**src/rtl/mean3_feeder.sv**
```systemverilog
// Collects three sample bytes, launches them into a downstream mean unit
// and captures its result; a missing busy response raises a sticky error.
module mean3_feeder #(
  parameter int C_DELAY      = 2,
  parameter int BUSY_TIMEOUT = 8
) (
  input  logic       clk,
  input  logic       reset,
  input  logic [7:0] in_data,
  input  logic       in_valid,
  output logic       in_ready,
  output logic       start,
  output logic [7:0] InA,
  output logic [7:0] InB,
  input  logic       busy,
  input  logic [7:0] mean_in,
  output logic [7:0] res_data,
  output logic       res_valid,
  output logic       err
);

  localparam int CMAXI =
    (C_DELAY > BUSY_TIMEOUT) ? C_DELAY : BUSY_TIMEOUT;
  localparam int CW = (CMAXI < 1) ? 1 : $clog2(CMAXI + 1);
  localparam logic [CW-1:0] CMAX = CW'(CMAXI);
  localparam logic [CW-1:0] CDLY = CW'(C_DELAY);
  localparam logic [CW-1:0] TMO  = CW'(BUSY_TIMEOUT);

  typedef enum logic [2:0] {
    FILL, LAUNCH, WAIT_C, WAIT_BUSY, CAPTURE
  } state_t;

  state_t        state_q;
  logic [1:0]    count_q;
  logic [CW-1:0] cnt_q;
  logic [CW-1:0] cnt_d;
  logic [7:0]    rega_q, regb_q, regc_q;
  logic [7:0]    ina_q, inb_q, ina_d;
  logic [7:0]    res_q;
  logic          start_q, rv_q, err_q, seen_q;

  // Counter saturates, so it never wraps back under the thresholds.
  assign cnt_d = (cnt_q >= CMAX) ? cnt_q : cnt_q + 1'b1;
  assign ina_d = (cnt_d >= CDLY) ? regc_q : rega_q;

  assign in_ready  = (state_q == FILL);
  assign start     = start_q;
  assign InA       = ina_q;
  assign InB       = inb_q;
  assign res_data  = res_q;
  assign res_valid = rv_q;
  assign err       = err_q;

  always_ff @(posedge clk or posedge reset) begin
    if (reset) begin
      state_q <= FILL;
      count_q <= '0;
      cnt_q   <= '0;
      rega_q  <= '0;
      regb_q  <= '0;
      regc_q  <= '0;
      ina_q   <= '0;
      inb_q   <= '0;
      res_q   <= '0;
      start_q <= 1'b0;
      rv_q    <= 1'b0;
      err_q   <= 1'b0;
      seen_q  <= 1'b0;
    end else begin
      start_q <= 1'b0;
      rv_q    <= 1'b0;
      unique case (state_q)
        FILL: begin
          if (in_valid) begin
            if (count_q == 2'd0) rega_q <= in_data;
            if (count_q == 2'd1) regb_q <= in_data;
            if (count_q == 2'd2) begin
              regc_q  <= in_data;
              count_q <= '0;
              cnt_q   <= '0;
              state_q <= LAUNCH;
              start_q <= 1'b1;
              ina_q   <= (C_DELAY == 0) ? in_data : rega_q;
              inb_q   <= regb_q;
            end else begin
              count_q <= count_q + 2'd1;
            end
          end
        end
        LAUNCH: begin
          cnt_q   <= cnt_d;
          ina_q   <= ina_d;
          state_q <= WAIT_C;
        end
        WAIT_C: begin
          cnt_q  <= cnt_d;
          ina_q  <= ina_d;
          seen_q <= seen_q | busy;
          if (cnt_d >= CDLY) state_q <= WAIT_BUSY;
        end
        WAIT_BUSY: begin
          cnt_q  <= cnt_d;
          ina_q  <= ina_d;
          seen_q <= seen_q | busy;
          if (seen_q && !busy) begin
            state_q <= CAPTURE;
            res_q   <= mean_in;
            rv_q    <= 1'b1;
          end else if (!seen_q && !busy && cnt_d >= TMO) begin
            err_q   <= 1'b1;
            state_q <= FILL;
            ina_q   <= '0;
            inb_q   <= '0;
            seen_q  <= 1'b0;
          end
        end
        CAPTURE: begin
          state_q <= FILL;
          ina_q   <= '0;
          inb_q   <= '0;
          seen_q  <= 1'b0;
        end
        default: state_q <= FILL;
      endcase
    end
  end

endmodule
```
**config.mk**
```make
export PLATFORM = sky130hd
export DESIGN_NAME = mean3_feeder
export DESIGN_NICKNAME = d
export VERILOG_FILES = /design/src/rtl/mean3_feeder.sv
export SDC_FILE = /design/constraint.sdc
export NUM_CORES = 1
export LEC_CHECK = 0
export ABC_CLOCK_PERIOD_IN_PS = 2500
export CAP_MARGIN = 20
export CORE_AREA = 2 2 80 82
export DETAILED_ROUTE_END_ITERATION = 7
export DIE_AREA = 0 0 82 84
export GPL_TIMING_DRIVEN = 1
export PLACE_DENSITY = 0.8
export REMOVE_ABC_BUFFERS = 1
export SLEW_MARGIN = 20
export SYNTH_ARGS = -nofsm -noshare
export SYNTH_HDL_FRONTEND = slang
export SYNTH_SLANG_ARGS = --single-unit
export TNS_END_PERCENT = 1
```
**constraint.sdc**
```tcl
create_clock -name clk -period 2.5 [get_ports clk]
set_input_delay 0.5 -clock clk [delete_from_list [all_inputs] [get_ports clk]]
set_output_delay 0.5 -clock clk [all_outputs]
set_load 0.02 [all_outputs]
```
==> qor.yml <==
sta:
  fin_setup_tns_ps: 0
  period_needed_ps: 2229
  tightestPinTransition_ps: 703.3
  fin_ws_ps: 270.6
  clock.fmax_mhz: 448.5
  finalSetupViolCount: 0
  maxSlewHeadroom_pct: 52.95
  hold_viol_final: 0
  post-route-period-util_pct: 89.18
  slew_viol_final: 0
  rsz0062_at_grt: "false"
  skew_ps: 8.664
grt:
  grt_max_degree: 62
  antenna_found_initial: 0
  grt_pass1_vias: 1903
  grt_pass1_wl_mm: 8.921
  overflow: 0
  grt_use_total_pct: 17.29
worst_setup_path:
  path_class: "reg2out"
  startpoint: "state_q[0]"
  r2r-start: "state_q[1]"
  regToRegEndpoint: "InB[7]"
  reg2regPathDepth: 5
  arrival_ps: 1730
  crit_required_ps: 2000
  regToRegSetupSlack_ps: 510
  worstSetupStartpointType: "register"
  worstSetupEndpoint: "in_ready"
  end_kind: "output port"
  cp_max_fo: 5
hold_path:
  hold_path.class: "reg2reg"
pwr:
  intPower_uw: 2654
  seqPwrFrac_pct: 40.5
  p_sw_share_pct: 37.18
  p_sw_uw: 1571
  p_leak_uw: 0.001513
  power.density_mw_per_mm2: 1263
  pwr-share-comb_pct: 43.0
  clockPowerShare_pct: 16.4
  vdd.ir_drop.worst_v: 0.0005715
yosys:
  syn_area_per_cell_um2: 11.81
  synth_seq_area_share_pct: 57.44
  synthCells: 225
  ys_ff_latch: 61
  synth-edff-count: 0
  netlist.top_cell.by_area: "dfrtp_1"
  ys_types: 43
  synthFlopType: "dfrtp_1"
  synth-async-reset-ratio_pct: 100.0
  synth_area_leaders: "dfrtp_1, mux2_2, nand2_1, o21ai_0, mux2i_1"
  post-synth-top-count-cell: "dfrtp_1"
  synth_area_mm2: 0.002658
  synth.top_cells.by_count: "dfrtp_1, nand2_1, mux2_2, o21ai_0, inv_1"
  yosysTopAreaCellShare_pct: 57.44
  yosys_warnings: 0
clock_tree:
  ctsResizeCount: 1
  clkTransAtPathRegs_ps: 60
  cts_setup_buffers: 0
  ctsHoldBuffers: 0
  worstSkewPairLatency_ps: 330
  cts_buffer_depth: 2
  htreeDepth: 3
  cts-buffers-inserted: 9
  cts_tree: "built"
  root_buffer: "clkbuf_8"
  cts_sinks: 61
die:
  dieHeight_um: 84
  die_w_um: 82
  io_pins: 48
  rows: 29
  start_util_pct: 43.60
  dieArea_mm2: 0.006888
  core-area_mm2: 0.006096
placement:
  dpl_worst_slack_ps: 263.4
  place_inst: 349
  dpl_cell_area_mm2: 0.003201
  io_buffer_count: 47
  dpl.hpwl_mm: 3.541
  gp_congestion: 0.8629
detailed_routing:
  post-route-drc-count: 0
  drt_pre_antenna_iters: 4
  drt_iter0_markers: 82
  antenna_left: 0
  num_vias: 1816
  wire_per_inst_um: 14.28
  postRouteWirelength_mm: 5.183
  viasPerCell: 5.003
layout:
  nets: 305
  drive_gt1_share_pct: 19.23
  final_cell_area_mm2: 0.003346
  final_cells: 363
  seqCellArea_mm2: 0.001526
  area_growth_pct: 25.89
  num-fill-cells: 524
  diodes: 0
  multi_input_area_um2: 993.5
status:
  outcome: "completed"
job:
  drv_cap: 0
registers in the layout, summed over array words and instances (netlist names), 2 cells and up:
register	count
InB	8
state_q	3
res_data	8
regc_q	8
regb_q	8
rega_q	8
cnt_q	4
count_q	2
InA	8
power groups by stage:
| stage | logic (uW) | clock network [uW] | registers [uW] |
|---|---|---|---|
| after global placement | 1790 | 0 | 1710 |
| after CTS | 1840 | 716 | 1710 |
| after detailed placement | 1840 | 0 | 1730 |
| after global routing | 2000 | 762 | 1770 |
| final | 1820 | 695 | 1710 |
| after floorplan | 949 | 0 | 1900 |
metal layers:
metal	share of wire (%)	GRT usage, %	routed length (um)	vias up
li1	-	-	-	887
met1	43	21.10	2234	888
met2	52	28.01	2689	30
met3	3.7	4.004	190	11
met4	1.3	8.939	69	0
met5	0	0	0	-
critical path, cell delays in order (launching register included):
cell           delay (ps)
dfrtp_1               440
or3_2                 560
inv_1                  70
dlygate4sd2_1         320
area by class of cell:
type	instances	share of cell area, %
inverters	15	1.683
clock buffers	11	3.927
repair buffers	53	15.74
clock inverters	3	0.4488
multi-input cells	143	29.69
well taps	77	2.880
flip-flops and latches	61	45.62
cell usage in the layout (no fill, tap or decap), drive strengths merged, types with 2 or more instances in the layout:
| master | count |
|---|---|
| nor2b | 2 |
| o21ai | 21 |
| nor3 | 5 |
| o41ai | 3 |
| nand3 | 8 |
| ha | 2 |
| nor2 | 8 |
| dfrtp | 61 |
| mux2i | 8 |
| nand2 | 39 |
| buf | 6 |
| a21oi | 5 |
| or3 | 2 |
| mux2 | 24 |
| clkbuf | 11 |
| nand3b | 2 |
| inv | 15 |
| clkinv | 3 |
| clkdlybuf4s50 | 46 |
worst min-delay path by stage:
stage / start / to / slack [ps] / cells after the start
floorplan: regc_q[0] / regc_q[0] / 440 / 2
global placement: regc_q[1] / regc_q[1] / 460 / 2
detailed placement: regc_q[1] / regc_q[1] / 460 / 2
CTS: regc_q[1] / regc_q[1] / 480 / 2
global route: regc_q[5] / regc_q[5] / 500 / 2
finish: regc_q[1] / regc_q[1] / 470 / 2
per-stage QoR:
stage | hold slack (ps) | total power (uW) | util (%)
5_1_grt | 501.0 | 4536 | 54.89
2_1_floorplan | 445.0 | 2848 | -
4_1_cts | 476.0 | 4272 | 54.89
3_5_place_dp | 460.6 | 3568 | 52.50
3_3_place_gp | 456.6 | 3502 | 52.50
6_report | 473.3 | 4225 | 54.89
cells by family (layout without fill, tap and decap cells):
group,count (synthesis),in the layout,synth area share [%]
buffers and inverters,21,82,5.178
muxes,32,32,13.18
adders and majority gates,2,2,0.9415
AOI/OAI and AO/OA,36,36,9.417
xor gates and xnor gates,1,1,0.3296
and+or+nand+nor,72,72,13.51
DFF,61,61,57.44
Note: power is estimated with default switching activity, not from simulation.
